`src/rtl/axi_rw_arbiter_if.sv`:
```
// Bundle of the signals between the IF/MEM requesters, the arbiter and the
// AXI4 master pins.
//   master : arbiter side (takes requests, drives AXI requests and responses)
//   slave  : environment side (requesters plus AXI slave)
// Request side : if_req_* / mem_req_* in, *_req_ready and *_resp_* out.
// AXI side     : AW/W/AR out, B/R in, single-beat INCR transactions only.
interface axi_rw_arbiter_if #(
    parameter int ADDR_W = 64,
    parameter int DATA_W = 64,
    parameter int ID_W   = 4
);
    localparam int STRB_W = DATA_W / 8;

    logic              if_req_valid;
    logic              if_req_ready;
    logic [ADDR_W-1:0] if_req_addr;
    logic [2:0]        if_req_size;
    logic              if_resp_valid;
    logic [DATA_W-1:0] if_resp_rdata;
    logic              if_resp_err;

    logic              mem_req_valid;
    logic              mem_req_ready;
    logic              mem_req_we;
    logic [ADDR_W-1:0] mem_req_addr;
    logic [2:0]        mem_req_size;
    logic [DATA_W-1:0] mem_req_wdata;
    logic [STRB_W-1:0] mem_req_wstrb;
    logic              mem_resp_valid;
    logic [DATA_W-1:0] mem_resp_rdata;
    logic              mem_resp_err;

    logic              axi_aw_valid_o;
    logic              axi_aw_ready_i;
    logic [ADDR_W-1:0] axi_aw_addr_o;
    logic [ID_W-1:0]   axi_aw_id_o;
    logic [7:0]        axi_aw_len_o;
    logic [2:0]        axi_aw_size_o;
    logic [1:0]        axi_aw_burst_o;
    logic              axi_w_valid_o;
    logic              axi_w_ready_i;
    logic [DATA_W-1:0] axi_w_data_o;
    logic [STRB_W-1:0] axi_w_strb_o;
    logic              axi_w_last_o;
    logic              axi_b_valid_i;
    logic              axi_b_ready_o;
    logic [1:0]        axi_b_resp_i;
    logic              axi_ar_valid_o;
    logic              axi_ar_ready_i;
    logic [ADDR_W-1:0] axi_ar_addr_o;
    logic [ID_W-1:0]   axi_ar_id_o;
    logic [7:0]        axi_ar_len_o;
    logic [2:0]        axi_ar_size_o;
    logic [1:0]        axi_ar_burst_o;
    logic              axi_r_valid_i;
    logic              axi_r_ready_o;
    logic [DATA_W-1:0] axi_r_data_i;
    logic [1:0]        axi_r_resp_i;
    logic              axi_r_last_i;

    modport master (
        input  if_req_valid, if_req_addr, if_req_size,
        output if_req_ready, if_resp_valid, if_resp_rdata, if_resp_err,
        input  mem_req_valid, mem_req_we, mem_req_addr, mem_req_size,
               mem_req_wdata, mem_req_wstrb,
        output mem_req_ready, mem_resp_valid, mem_resp_rdata, mem_resp_err,
        output axi_aw_valid_o, axi_aw_addr_o, axi_aw_id_o, axi_aw_len_o,
               axi_aw_size_o, axi_aw_burst_o,
        input  axi_aw_ready_i,
        output axi_w_valid_o, axi_w_data_o, axi_w_strb_o, axi_w_last_o,
        input  axi_w_ready_i,
        input  axi_b_valid_i, axi_b_resp_i,
        output axi_b_ready_o,
        output axi_ar_valid_o, axi_ar_addr_o, axi_ar_id_o, axi_ar_len_o,
               axi_ar_size_o, axi_ar_burst_o,
        input  axi_ar_ready_i,
        input  axi_r_valid_i, axi_r_data_i, axi_r_resp_i, axi_r_last_i,
        output axi_r_ready_o
    );

    modport slave (
        output if_req_valid, if_req_addr, if_req_size,
        input  if_req_ready, if_resp_valid, if_resp_rdata, if_resp_err,
        output mem_req_valid, mem_req_we, mem_req_addr, mem_req_size,
               mem_req_wdata, mem_req_wstrb,
        input  mem_req_ready, mem_resp_valid, mem_resp_rdata, mem_resp_err,
        input  axi_aw_valid_o, axi_aw_addr_o, axi_aw_id_o, axi_aw_len_o,
               axi_aw_size_o, axi_aw_burst_o,
        output axi_aw_ready_i,
        input  axi_w_valid_o, axi_w_data_o, axi_w_strb_o, axi_w_last_o,
        output axi_w_ready_i,
        output axi_b_valid_i, axi_b_resp_i,
        input  axi_b_ready_o,
        input  axi_ar_valid_o, axi_ar_addr_o, axi_ar_id_o, axi_ar_len_o,
               axi_ar_size_o, axi_ar_burst_o,
        output axi_ar_ready_i,
        output axi_r_valid_i, axi_r_data_i, axi_r_resp_i, axi_r_last_i,
        input  axi_r_ready_o
    );
endinterface

```
`src/rtl/axi_rw_arbiter.sv`:
```
// Shares one AXI4 master port between instruction fetch (read-only) and the
// data-memory port (read/write). Each accepted request becomes one single-beat
// AXI transaction; the owner gets a registered one-cycle response pulse.
// At most one transaction is outstanding.
// Ports:
//   clk   : clock, rising edge
//   rst_n : asynchronous active-low reset
//   bus   : request/response and AXI signals (axi_rw_arbiter_if.master)
module axi_rw_arbiter #(
    parameter int ADDR_W = 64,
    parameter int DATA_W = 64,
    parameter int ID_W   = 4
) (
    input  logic                  clk,
    input  logic                  rst_n,
    axi_rw_arbiter_if.master      bus
);
    localparam int STRB_W = DATA_W / 8;

    typedef enum logic [2:0] {S_IDLE, S_AR, S_R, S_WR, S_B} state_t;

    state_t            r_state, w_state_nxt;
    logic              r_last_mem;   // last grant went to MEM
    logic              r_owner_mem;  // current transaction belongs to MEM
    logic [ADDR_W-1:0] r_addr;
    logic [2:0]        r_size;
    logic [DATA_W-1:0] r_wdata;
    logic [STRB_W-1:0] r_wstrb;
    logic              r_aw_done, r_w_done;
    logic              r_if_resp_valid, r_mem_resp_valid, r_resp_err;
    logic [DATA_W-1:0] r_resp_rdata;

    logic w_idle, w_grant_if, w_grant_mem;
    logic w_ar_hs, w_aw_hs, w_w_hs, w_r_hs, w_b_hs;

    // rst_n is folded in so req_ready stays low while reset is held even if
    // a requester is already asserting valid.
    assign w_idle      = (r_state == S_IDLE) && rst_n;
    assign w_grant_if  = w_idle && bus.if_req_valid  && (!bus.mem_req_valid || r_last_mem);
    assign w_grant_mem = w_idle && bus.mem_req_valid && (!bus.if_req_valid  || !r_last_mem);

    assign w_ar_hs = (r_state == S_AR) && bus.axi_ar_ready_i;
    assign w_aw_hs = (r_state == S_WR) && !r_aw_done && bus.axi_aw_ready_i;
    assign w_w_hs  = (r_state == S_WR) && !r_w_done  && bus.axi_w_ready_i;
    assign w_r_hs  = (r_state == S_R)  && bus.axi_r_valid_i;
    assign w_b_hs  = (r_state == S_B)  && bus.axi_b_valid_i;

    // State register
    always_ff @(posedge clk or negedge rst_n) begin
        if (!rst_n) r_state <= S_IDLE;
        else        r_state <= w_state_nxt;
    end

    // Next-state logic
    always_comb begin
        w_state_nxt = r_state;
        case (r_state)
            S_IDLE: begin
                if (w_grant_mem)     w_state_nxt = bus.mem_req_we ? S_WR : S_AR;
                else if (w_grant_if) w_state_nxt = S_AR;
            end
            S_AR:   if (w_ar_hs) w_state_nxt = S_R;
            S_R:    if (w_r_hs)  w_state_nxt = S_IDLE;
            // AW and W may complete in either order or together
            S_WR:   if ((r_aw_done || w_aw_hs) && (r_w_done || w_w_hs)) w_state_nxt = S_B;
            S_B:    if (w_b_hs)  w_state_nxt = S_IDLE;
            default: w_state_nxt = S_IDLE;
        endcase
    end

    // Request latch, handshake bookkeeping and registered responses
    always_ff @(posedge clk or negedge rst_n) begin
        if (!rst_n) begin
            r_last_mem       <= 1'b1;
            r_owner_mem      <= 1'b0;
            r_addr           <= '0;
            r_size           <= '0;
            r_wdata          <= '0;
            r_wstrb          <= '0;
            r_aw_done        <= 1'b0;
            r_w_done         <= 1'b0;
            r_if_resp_valid  <= 1'b0;
            r_mem_resp_valid <= 1'b0;
            r_resp_err       <= 1'b0;
            r_resp_rdata     <= '0;
        end else begin
            r_if_resp_valid  <= 1'b0;
            r_mem_resp_valid <= 1'b0;
            if (w_grant_if || w_grant_mem) begin
                r_last_mem  <= w_grant_mem;
                r_owner_mem <= w_grant_mem;
                r_aw_done   <= 1'b0;
                r_w_done    <= 1'b0;
                if (w_grant_mem) begin
                    r_addr  <= bus.mem_req_addr;
                    r_size  <= bus.mem_req_size;
                    r_wdata <= bus.mem_req_wdata;
                    r_wstrb <= bus.mem_req_wstrb;
                end else begin
                    r_addr  <= bus.if_req_addr;
                    r_size  <= bus.if_req_size;
                    r_wdata <= '0;
                    r_wstrb <= '0;
                end
            end
            if (w_aw_hs) r_aw_done <= 1'b1;
            if (w_w_hs)  r_w_done  <= 1'b1;
            if (w_r_hs) begin
                r_if_resp_valid  <= !r_owner_mem;
                r_mem_resp_valid <= r_owner_mem;
                r_resp_rdata     <= bus.axi_r_data_i;
                r_resp_err       <= (bus.axi_r_resp_i != 2'b00);
            end
            if (w_b_hs) begin
                r_mem_resp_valid <= 1'b1;
                r_resp_rdata     <= '0;
                r_resp_err       <= (bus.axi_b_resp_i != 2'b00);
            end
        end
    end

    // Outputs: AXI valids/readies decode straight from the state so they are
    // glitch-free and drop asynchronously with reset.
    always_comb begin
        bus.if_req_ready   = w_grant_if;
        bus.mem_req_ready  = w_grant_mem;
        bus.if_resp_valid  = r_if_resp_valid;
        bus.if_resp_rdata  = r_resp_rdata;
        bus.if_resp_err    = r_resp_err;
        bus.mem_resp_valid = r_mem_resp_valid;
        bus.mem_resp_rdata = r_resp_rdata;
        bus.mem_resp_err   = r_resp_err;

        bus.axi_ar_valid_o = (r_state == S_AR);
        bus.axi_ar_addr_o  = r_addr;
        bus.axi_ar_id_o    = {{(ID_W-1){1'b0}}, r_owner_mem};
        bus.axi_ar_len_o   = 8'd0;
        bus.axi_ar_size_o  = r_size;
        bus.axi_ar_burst_o = 2'b01;
        bus.axi_r_ready_o  = (r_state == S_R);

        bus.axi_aw_valid_o = (r_state == S_WR) && !r_aw_done;
        bus.axi_aw_addr_o  = r_addr;
        bus.axi_aw_id_o    = {{(ID_W-1){1'b0}}, 1'b1};
        bus.axi_aw_len_o   = 8'd0;
        bus.axi_aw_size_o  = r_size;
        bus.axi_aw_burst_o = 2'b01;
        bus.axi_w_valid_o  = (r_state == S_WR) && !r_w_done;
        bus.axi_w_data_o   = r_wdata;
        bus.axi_w_strb_o   = r_wstrb;
        bus.axi_w_last_o   = 1'b1;
        bus.axi_b_ready_o  = (r_state == S_B);
    end
endmodule
```
`src/flat_wrapper.sv`:
```
// flat-port wrapper written by rule: the top's interface ports become plain ports
module axi_rw_arbiter_flat 
#(
    parameter int ADDR_W = 64,
    parameter int DATA_W = 64,
    parameter int ID_W   = 4
)
  (clk, rst_n, bus_if_req_valid, bus_if_req_addr, bus_if_req_size, bus_if_req_ready, bus_if_resp_valid, bus_if_resp_rdata, bus_if_resp_err, bus_mem_req_valid, bus_mem_req_we, bus_mem_req_addr, bus_mem_req_size, bus_mem_req_wdata, bus_mem_req_wstrb, bus_mem_req_ready, bus_mem_resp_valid, bus_mem_resp_rdata, bus_mem_resp_err, bus_axi_aw_valid_o, bus_axi_aw_addr_o, bus_axi_aw_id_o, bus_axi_aw_len_o, bus_axi_aw_size_o, bus_axi_aw_burst_o, bus_axi_aw_ready_i, bus_axi_w_valid_o, bus_axi_w_data_o, bus_axi_w_strb_o, bus_axi_w_last_o, bus_axi_w_ready_i, bus_axi_b_valid_i, bus_axi_b_resp_i, bus_axi_b_ready_o, bus_axi_ar_valid_o, bus_axi_ar_addr_o, bus_axi_ar_id_o, bus_axi_ar_len_o, bus_axi_ar_size_o, bus_axi_ar_burst_o, bus_axi_ar_ready_i, bus_axi_r_valid_i, bus_axi_r_data_i, bus_axi_r_resp_i, bus_axi_r_last_i, bus_axi_r_ready_o);
  axi_rw_arbiter_if #(.ADDR_W(ADDR_W), .DATA_W(DATA_W), .ID_W(ID_W)) bus_i ();
  input  logic clk;
  input  logic rst_n;
  input wire logic [$bits(bus_i.if_req_valid)-1:0] bus_if_req_valid;
  input wire logic [$bits(bus_i.if_req_addr)-1:0] bus_if_req_addr;
  input wire logic [$bits(bus_i.if_req_size)-1:0] bus_if_req_size;
  output wire logic [$bits(bus_i.if_req_ready)-1:0] bus_if_req_ready;
  output wire logic [$bits(bus_i.if_resp_valid)-1:0] bus_if_resp_valid;
  output wire logic [$bits(bus_i.if_resp_rdata)-1:0] bus_if_resp_rdata;
  output wire logic [$bits(bus_i.if_resp_err)-1:0] bus_if_resp_err;
  input wire logic [$bits(bus_i.mem_req_valid)-1:0] bus_mem_req_valid;
  input wire logic [$bits(bus_i.mem_req_we)-1:0] bus_mem_req_we;
  input wire logic [$bits(bus_i.mem_req_addr)-1:0] bus_mem_req_addr;
  input wire logic [$bits(bus_i.mem_req_size)-1:0] bus_mem_req_size;
  input wire logic [$bits(bus_i.mem_req_wdata)-1:0] bus_mem_req_wdata;
  input wire logic [$bits(bus_i.mem_req_wstrb)-1:0] bus_mem_req_wstrb;
  output wire logic [$bits(bus_i.mem_req_ready)-1:0] bus_mem_req_ready;
  output wire logic [$bits(bus_i.mem_resp_valid)-1:0] bus_mem_resp_valid;
  output wire logic [$bits(bus_i.mem_resp_rdata)-1:0] bus_mem_resp_rdata;
  output wire logic [$bits(bus_i.mem_resp_err)-1:0] bus_mem_resp_err;
  output wire logic [$bits(bus_i.axi_aw_valid_o)-1:0] bus_axi_aw_valid_o;
  output wire logic [$bits(bus_i.axi_aw_addr_o)-1:0] bus_axi_aw_addr_o;
  output wire logic [$bits(bus_i.axi_aw_id_o)-1:0] bus_axi_aw_id_o;
  output wire logic [$bits(bus_i.axi_aw_len_o)-1:0] bus_axi_aw_len_o;
  output wire logic [$bits(bus_i.axi_aw_size_o)-1:0] bus_axi_aw_size_o;
  output wire logic [$bits(bus_i.axi_aw_burst_o)-1:0] bus_axi_aw_burst_o;
  input wire logic [$bits(bus_i.axi_aw_ready_i)-1:0] bus_axi_aw_ready_i;
  output wire logic [$bits(bus_i.axi_w_valid_o)-1:0] bus_axi_w_valid_o;
  output wire logic [$bits(bus_i.axi_w_data_o)-1:0] bus_axi_w_data_o;
  output wire logic [$bits(bus_i.axi_w_strb_o)-1:0] bus_axi_w_strb_o;
  output wire logic [$bits(bus_i.axi_w_last_o)-1:0] bus_axi_w_last_o;
  input wire logic [$bits(bus_i.axi_w_ready_i)-1:0] bus_axi_w_ready_i;
  input wire logic [$bits(bus_i.axi_b_valid_i)-1:0] bus_axi_b_valid_i;
  input wire logic [$bits(bus_i.axi_b_resp_i)-1:0] bus_axi_b_resp_i;
  output wire logic [$bits(bus_i.axi_b_ready_o)-1:0] bus_axi_b_ready_o;
  output wire logic [$bits(bus_i.axi_ar_valid_o)-1:0] bus_axi_ar_valid_o;
  output wire logic [$bits(bus_i.axi_ar_addr_o)-1:0] bus_axi_ar_addr_o;
  output wire logic [$bits(bus_i.axi_ar_id_o)-1:0] bus_axi_ar_id_o;
  output wire logic [$bits(bus_i.axi_ar_len_o)-1:0] bus_axi_ar_len_o;
  output wire logic [$bits(bus_i.axi_ar_size_o)-1:0] bus_axi_ar_size_o;
  output wire logic [$bits(bus_i.axi_ar_burst_o)-1:0] bus_axi_ar_burst_o;
  input wire logic [$bits(bus_i.axi_ar_ready_i)-1:0] bus_axi_ar_ready_i;
  input wire logic [$bits(bus_i.axi_r_valid_i)-1:0] bus_axi_r_valid_i;
  input wire logic [$bits(bus_i.axi_r_data_i)-1:0] bus_axi_r_data_i;
  input wire logic [$bits(bus_i.axi_r_resp_i)-1:0] bus_axi_r_resp_i;
  input wire logic [$bits(bus_i.axi_r_last_i)-1:0] bus_axi_r_last_i;
  output wire logic [$bits(bus_i.axi_r_ready_o)-1:0] bus_axi_r_ready_o;
  assign bus_i.if_req_valid = bus_if_req_valid;
  assign bus_i.if_req_addr = bus_if_req_addr;
  assign bus_i.if_req_size = bus_if_req_size;
  assign bus_if_req_ready = bus_i.if_req_ready;
  assign bus_if_resp_valid = bus_i.if_resp_valid;
  assign bus_if_resp_rdata = bus_i.if_resp_rdata;
  assign bus_if_resp_err = bus_i.if_resp_err;
  assign bus_i.mem_req_valid = bus_mem_req_valid;
  assign bus_i.mem_req_we = bus_mem_req_we;
  assign bus_i.mem_req_addr = bus_mem_req_addr;
  assign bus_i.mem_req_size = bus_mem_req_size;
  assign bus_i.mem_req_wdata = bus_mem_req_wdata;
  assign bus_i.mem_req_wstrb = bus_mem_req_wstrb;
  assign bus_mem_req_ready = bus_i.mem_req_ready;
  assign bus_mem_resp_valid = bus_i.mem_resp_valid;
  assign bus_mem_resp_rdata = bus_i.mem_resp_rdata;
  assign bus_mem_resp_err = bus_i.mem_resp_err;
  assign bus_axi_aw_valid_o = bus_i.axi_aw_valid_o;
  assign bus_axi_aw_addr_o = bus_i.axi_aw_addr_o;
  assign bus_axi_aw_id_o = bus_i.axi_aw_id_o;
  assign bus_axi_aw_len_o = bus_i.axi_aw_len_o;
  assign bus_axi_aw_size_o = bus_i.axi_aw_size_o;
  assign bus_axi_aw_burst_o = bus_i.axi_aw_burst_o;
  assign bus_i.axi_aw_ready_i = bus_axi_aw_ready_i;
  assign bus_axi_w_valid_o = bus_i.axi_w_valid_o;
  assign bus_axi_w_data_o = bus_i.axi_w_data_o;
  assign bus_axi_w_strb_o = bus_i.axi_w_strb_o;
  assign bus_axi_w_last_o = bus_i.axi_w_last_o;
  assign bus_i.axi_w_ready_i = bus_axi_w_ready_i;
  assign bus_i.axi_b_valid_i = bus_axi_b_valid_i;
  assign bus_i.axi_b_resp_i = bus_axi_b_resp_i;
  assign bus_axi_b_ready_o = bus_i.axi_b_ready_o;
  assign bus_axi_ar_valid_o = bus_i.axi_ar_valid_o;
  assign bus_axi_ar_addr_o = bus_i.axi_ar_addr_o;
  assign bus_axi_ar_id_o = bus_i.axi_ar_id_o;
  assign bus_axi_ar_len_o = bus_i.axi_ar_len_o;
  assign bus_axi_ar_size_o = bus_i.axi_ar_size_o;
  assign bus_axi_ar_burst_o = bus_i.axi_ar_burst_o;
  assign bus_i.axi_ar_ready_i = bus_axi_ar_ready_i;
  assign bus_i.axi_r_valid_i = bus_axi_r_valid_i;
  assign bus_i.axi_r_data_i = bus_axi_r_data_i;
  assign bus_i.axi_r_resp_i = bus_axi_r_resp_i;
  assign bus_i.axi_r_last_i = bus_axi_r_last_i;
  assign bus_axi_r_ready_o = bus_i.axi_r_ready_o;
  axi_rw_arbiter #(.ADDR_W(ADDR_W), .DATA_W(DATA_W), .ID_W(ID_W)) u_core (.clk(clk), .rst_n(rst_n), .bus(bus_i));
endmodule
```
`config.mk`:
```
export PLATFORM = sky130hd
export DESIGN_NAME = axi_rw_arbiter_flat
export DESIGN_NICKNAME = d
export VERILOG_FILES = /design/src/rtl/axi_rw_arbiter_if.sv /design/src/rtl/axi_rw_arbiter.sv /design/src/flat_wrapper.sv
export SDC_FILE = /design/constraint.sdc
export NUM_CORES = 1
export LEC_CHECK = 0
export BUFFER_PORTS_ARGS = -buffer_cell sky130_fd_sc_hd__buf_4
export CORE_AREA = 2 2 258 260
export DETAILED_ROUTE_END_ITERATION = 8
export DIE_AREA = 0 0 260 262
export HOLD_SLACK_MARGIN = 0.03
export PLACE_DENSITY = 0.44
export SETUP_SLACK_MARGIN = 0.5
export SYNTH_ARGS = -nofsm -noshare
export SYNTH_HDL_FRONTEND = slang
export SYNTH_SLANG_ARGS = --single-unit
```
`constraint.sdc`:
```
create_clock -name clk -period 2.1 [get_ports clk]
set_input_delay 0.21 -clock clk [delete_from_list [all_inputs] [get_ports clk]]
set_output_delay 0.21 -clock clk [all_outputs]
set_load 0.01 [all_outputs]
```
Yosys cells after proc, flatten, opt, wreduce, memory -nomap -nowiden
Cells that the tools add are included.
{"block": "totals", "inputBits": 285, "register_bits": 213, "elab_cells": 75, "output_inout_bits": 374}
{"block": "classes", "reduce_logical": 31, "mux": 22, "n_eq_ne": 9}
{"cell": "$mux 64", "count": 4}
{"cell": "$mux 3", "count": 7}
{"cell": "$pmux 3 s5", "count": 1}
{"cell": "$logic_and 1x1->1", "count": 13}
{"cell": "$reduce_bool 2->1", "count": 5}
{"cell": "$mux 1", "count": 8}
{"cell": "$mux 8", "count": 1}
{"cell": "$eq 3x2->1 const B", "count": 2}
{"cell": "$logic_not 1->1", "count": 6}
{"cell": "$ne 2x1->1 const B", "count": 3}
{"cell": "$logic_or 1x1->1", "count": 5}
{"cell": "$reduce_and 5->1", "count": 1}
{"cell": "$eq 3x1->1 const B", "count": 1}
{"cell": "$eq 3x3->1 const B", "count": 1}
{"cell": "$logic_not 3->1", "count": 1}
{"cell": "$ne 3x1->1 const B", "count": 1}
{"cell": "$mux 2", "count": 1}
{"cell": "$ne 2x2->1 const B", "count": 1}

Depth between registers and ports, before layout
{"block": "logic_depth", "depth_word": 7, "mapped_depth": 8, "ltp_nobuf": 5}

Least setup slack after synthesis
Ideal clock, no wire load.
{"block": "synth_timing", "path_kind": "register -> register", "start": "register u_core.r_state[1]", "end": "register u_core.r_addr[45], in the netlist u_core.bus.axi_ar_addr_o[45]", "t_required_ns": 1.968, "path_slack_ns": 0.394, "setup_ns": 0.132, "path_stages_with_launch": 9, "synth_period_minus_slack_ns": 1.706, "n_path_buf": 3, "arrival_time_ns": 1.574, "path_cell_list": "dfrtp_1 > buf_4 > nor4b_4 > nand3_1 > inv_2 > buf_6 > buf_8 > mux2i_1 > o21ai_1"}
{"block": "synth_via", "elab_chain_len": 5, "elab_cells_between_ends": 8, "classes_between": "mux (1); reduce/logical (7)"}
{"element": "start, declared", "line": "axi_rw_arbiter.sv:22", "rtl": "state_t r_state, w_state_nxt;"}
{"element": "start signal, assigned", "line": "axi_rw_arbiter.sv:51", "rtl": "else r_state <= w_state_nxt;"}
{"element": "$logic_not 3->1 *", "line": "axi_rw_arbiter.sv:38", "rtl": "assign w_idle = (r_state == S_IDLE) && rst_n;"}
{"element": "$logic_and 1x1->1 *", "line": "axi_rw_arbiter.sv:38"}
{"element": "$logic_and 1x1->1, on equally long branches (2 in a row)", "line": "axi_rw_arbiter.sv:40, axi_rw_arbiter.sv:39"}
{"element": "$mux 64 / $logic_or 1x1->1 (equally long branches)", "line": "axi_rw_arbiter.sv:94, axi_rw_arbiter.sv:89"}
{"element": "end signal, assigned", "line": "axi_rw_arbiter.sv:95", "rtl": "r_addr <= bus.mem_req_addr;"}
{"element": "end signal, assigned", "line": "axi_rw_arbiter.sv:100", "rtl": "r_addr <= bus.if_req_addr;"}
{"element": "end, declared", "line": "axi_rw_arbiter.sv:25", "rtl": "logic [ADDR_W-1:0] r_addr;"}
Mark *: on every way between the ends. The rest lies on a longest branch, timed or not.
A chain may end at the register's enable or synchronous reset.

Final worst setup path
{"block": "layout_timing", "start": "register u_core.r_last_mem", "end": "register u_core.r_wdata[41], in the netlist u_core.bus.axi_w_data_o[41]"}
{"block": "layout_via", "elab_chain_len": 4, "elab_cells_between_ends": 7, "classes_between": "mux (1); reduce/logical (6)"}
{"element": "start, declared", "line": "axi_rw_arbiter.sv:23", "rtl": "logic r_last_mem;"}
{"element": "start signal, assigned", "line": "axi_rw_arbiter.sv:90", "rtl": "r_last_mem <= w_grant_mem;"}
{"element": "$logic_not 1->1", "line": "axi_rw_arbiter.sv:40", "rtl": "assign w_grant_mem = w_idle && bus.mem_req_valid && (!bus.if_req_valid || !r_last_mem);"}
{"element": "$logic_or 1x1->1", "line": "axi_rw_arbiter.sv:40"}
{"element": "$logic_and 1x1->1", "line": "axi_rw_arbiter.sv:40"}
{"element": "$mux 64 / $logic_or 1x1->1 (equally long branches)", "line": "axi_rw_arbiter.sv:94, axi_rw_arbiter.sv:89"}
{"element": "end signal, assigned", "line": "axi_rw_arbiter.sv:97", "rtl": "r_wdata <= bus.mem_req_wdata;"}
{"element": "end, declared", "line": "axi_rw_arbiter.sv:27", "rtl": "logic [DATA_W-1:0] r_wdata;"}
Several ways; a longest one is shown, not always the timed one.

==> impl_metrics.py <==
metrics = {
    "power_and_ir_drop": {
        "p_seq_share_pct": 30.0,
        "power.share.clock_pct": 16.8,
        "internal_power_mw": 16.66,
        "ir_drop_mv": 0.6411,
        "leakage_nw": 10.09,
        "power_density_nw_per_um2": 1286,
        "swShare_pct": 37.30,
        "p_comb_share_pct": 53.2,
        "totalPowerFinal_mw": 26.56,
        "switchingPower_mw": 9.907,
    },
    "clock_tree": {
        "cts_tree": "built",
        "clk_pin_slew_ps": 60,
        "cts.sinks": 213,
        "cts_buffers": 27,
        "htreeDepth": 1,
        "cts_buffer_depth": 3,
        "clk_latency_ps": 560,
        "cts-root-buf": "clkbuf_16",
    },
    "place": {
        "post-place-cells": 2144,
        "placed_area_sq_um": 14350,
        "io_buffer_count": 629,
        "place_ws_ps": 196.0,
        "dpl.hpwl_microns": 28130,
        "gp_congestion": 0.7638,
    },
    "timing": {
        "hold_viol_final": 0,
        "whs_ps": 98.06,
        "finalCriticalPeriod_ps": 2056,
        "fin_crit_sh_pct": 97.90,
        "worstMarginPinSlew_ps": 597.4,
        "slew_headroom_pct": 60.18,
        "rsz0062_at_grt": "yes",
        "setup_tns_ps": 0,
        "slew_violations": 0,
        "skew_ps": 18.41,
        "fmax_mhz": 486.4,
        "setup_viol": 0,
        "setup_ws_ps": 44.06,
    },
    "critical_path": {
        "crit_family": "buffers and inverters",
        "crit_required_ps": 2550,
        "end_kind": "flop",
        "arrival_ps": 2500,
        "critPathMaxFanout": 5,
        "reg2reg_from": "u_core.r_last_mem",
        "critPathLaunch": "u_core.r_last_mem",
        "cp.buffers_inverters": 8,
        "cp-start-kind": "flop",
        "cp_cell_sequence": "nand2_2 > nand3_2 > clkinv_4 > buf_16 > buf_4 > buf_16 > buf_12 > buf_12 > buf_16 > buf_4 > a22o_1",
        "crit_type": "flop to flop",
        "cpMostUsedCell": "buf_16",
        "slowest_delay_ps": 540,
        "crit_slowest_cell": "dfstp_2",
    },
    "synth": {
        "synth_ff_type": "dfrtp_1",
        "synth.cell_area_sq_um": 9585,
        "synth_common_cells": "dfrtp_1, buf_4, a22o_1, nand2_1, mux2i_1",
        "synth.area.top_cells": "dfrtp_1, buf_4, a22o_1",
        "synth_seq_area_share_pct": 55.62,
        "avgSynthCellArea_sq_um": 11.75,
        "yosysMostFrequentCell": "dfrtp_1",
        "synth_edf_count": 0,
        "yosysTopAreaCell": "dfrtp_1",
        "yosys_warnings": 0,
        "synthArstFlopShare_pct": 100.0,
        "syn-instance-count": 816,
        "ys_seq_elements": 213,
        "synth_cell_type_count": 34,
        "yosysTopAreaCellShare_pct": 55.35,
    },
    "finish": {
        "register_area_sq_um": 5331,
        "area_delta_synth_final_pct": 115.5,
        "post-route-cell-area_sq_um": 20660,
        "nets": 1987,
        "multi_input_area_sq_um": 3156,
        "fin_cells": 2585,
        "fin_util_pct": 31.64,
        "drive_above_1_share_pct": 50.99,
        "n_fill_cell": 6478,
    },
    "drt": {
        "wl_per_cell_microns": 20.20,
        "drc_errors": 0,
        "first_iter_violations": 357,
        "finalWirelength_microns": 52210,
        "via_per_inst": 3.842,
        "met1_length_microns": 19700,
        "wl_met2_microns": 27410,
        "met3WireLength_microns": 3315,
        "first_pass_iters": 4,
        "num_vias": 9931,
        "routed.top_layer": "met5",
        "drtAntennaViolNets": 0,
    },
    "global_route": {
        "grt-ovfl-total": 0,
        "grt_usage_pct": 14.22,
        "antenna_found_initial": 1,
        "grt_pass1_wl_microns": 70920,
        "first_global_vias": 10480,
        "grt_max_degree": 89,
    },
    "die": {
        "rows": 94,
        "start_util_pct": 14.68,
        "die_area_sq_um": 68120,
        "core_area_sq_um": 65280,
        "io_pins": 659,
        "fp.dieW_microns": 260,
        "die_h_microns": 262,
    },
    "run": {
        "max_cap_violations": 0,
    },
    "min_path": {
        "hp-class": "primary input to flop",
        "hp-start": "bus_mem_req_valid",
    },
    "status": {
        "status": "finished, final reports clean",
    },
}
[layer usage]
layer | vias up | GRT usage (%)
met5 | - | 0
li1 | 4500 | -
met2 | 481 | 26.40
met3 | 65 | 2.662
met4 | 2 | 5.476
met1 | 4883 | 16.01
[placed cells by master, fill, tap and decap left out, drive strengths merged, types with 2 or more instances in the layout]
cell type and instances:
nor3b 2, conb 28, nand3 3, nor4b 3
bufbuf 4, dlygate4sd3 278, buf 760, mux2i 67
a22o 137, o21ai 73, nand2 78, clkbuf 47
nor2 4, dfrtp 212, nor2b 2, clkinv 5
a21o 2
[logic make-up after synthesis]
| logic type | synth area share [%] |
|---|---|
| AND/OR/NAND/NOR | 4.608 |
| multiplexers | 6.996 |
| AO/OA/AOI/OAI | 16.84 |
| buffers and inverters | 15.86 |
| flip-flops | 55.62 |
| other | 0.07835 |
[state kept, by name (all words and copies together), names as in the netlist, 3 cells and up]
name / flops
u_core.bus.axi_ar_addr_o: 64
u_core.bus.axi_w_data_o: 64
u_core.r_state: 3
u_core.bus.axi_ar_size_o: 3
u_core.bus.axi_w_strb_o: 8
u_core.bus.if_resp_rdata: 64
[worst paths after layout]
kind                                                      to  slack (ps)  cells after the start
worst min-delay path                       u_core.r_last_mem         100                      4
max in group asynchronous       u_core.bus.if_resp_rdata[31]         710                      4
worst max-delay path             u_core.bus.axi_w_data_o[41]          40                     11
min in group asynchronous        u_core.bus.axi_w_data_o[59]         410                      3
worst min register to register             u_core.r_last_mem         480                      2
worst max register to register   u_core.bus.axi_w_data_o[41]          40                     11
[worst reg2reg max path, stage by stage, from the launching register on]
cell and delay [ps]:
dfstp_2 540, nand2_2 50, nand3_2 100, clkinv_4 70, buf_16 140, buf_4 140
buf_16 140, buf_12 150, buf_12 130, buf_16 130, buf_4 140, a22o_1 230
[final cells by class]
class                           count  share of cell area (%)
Multi-Input combinational cell    411                   15.28
Sequential cell                   213                   25.81
Tap cell                          864                   5.234
Antenna cell                        1                 0.01211
Timing Repair Buffer             1047                   49.59
Inverter                            2                 0.06057
Clock buffer                       42                   3.883
Clock inverter                      5                  0.1333
[timing repair]
| item | CTS | global route |
|---|---|---|
| endpoints found under the hold margin | 279 | 0 |
| setup buffers | 46 | 14 |
| pin swaps | 23 | 48 |
| cloned | 50 | 5 |
| gates resized for setup | 139 | 53 |
| setup endpoints to repair | 214 | 271 |
| hold buffers | 278 | 0 |
[power groups by stage]
stage	clock (mW)	combinational (mW)	sequential [mW]
CTS	4.60	13.8	7.90
global placement	0	10.6	7.86
finish	4.46	14.1	7.97
detailed placement	0	10.6	7.85
global route	4.76	15.0	8.19
floorplan	0	5.02	8.23
Note: power is estimated with default switching activity, not from simulation.
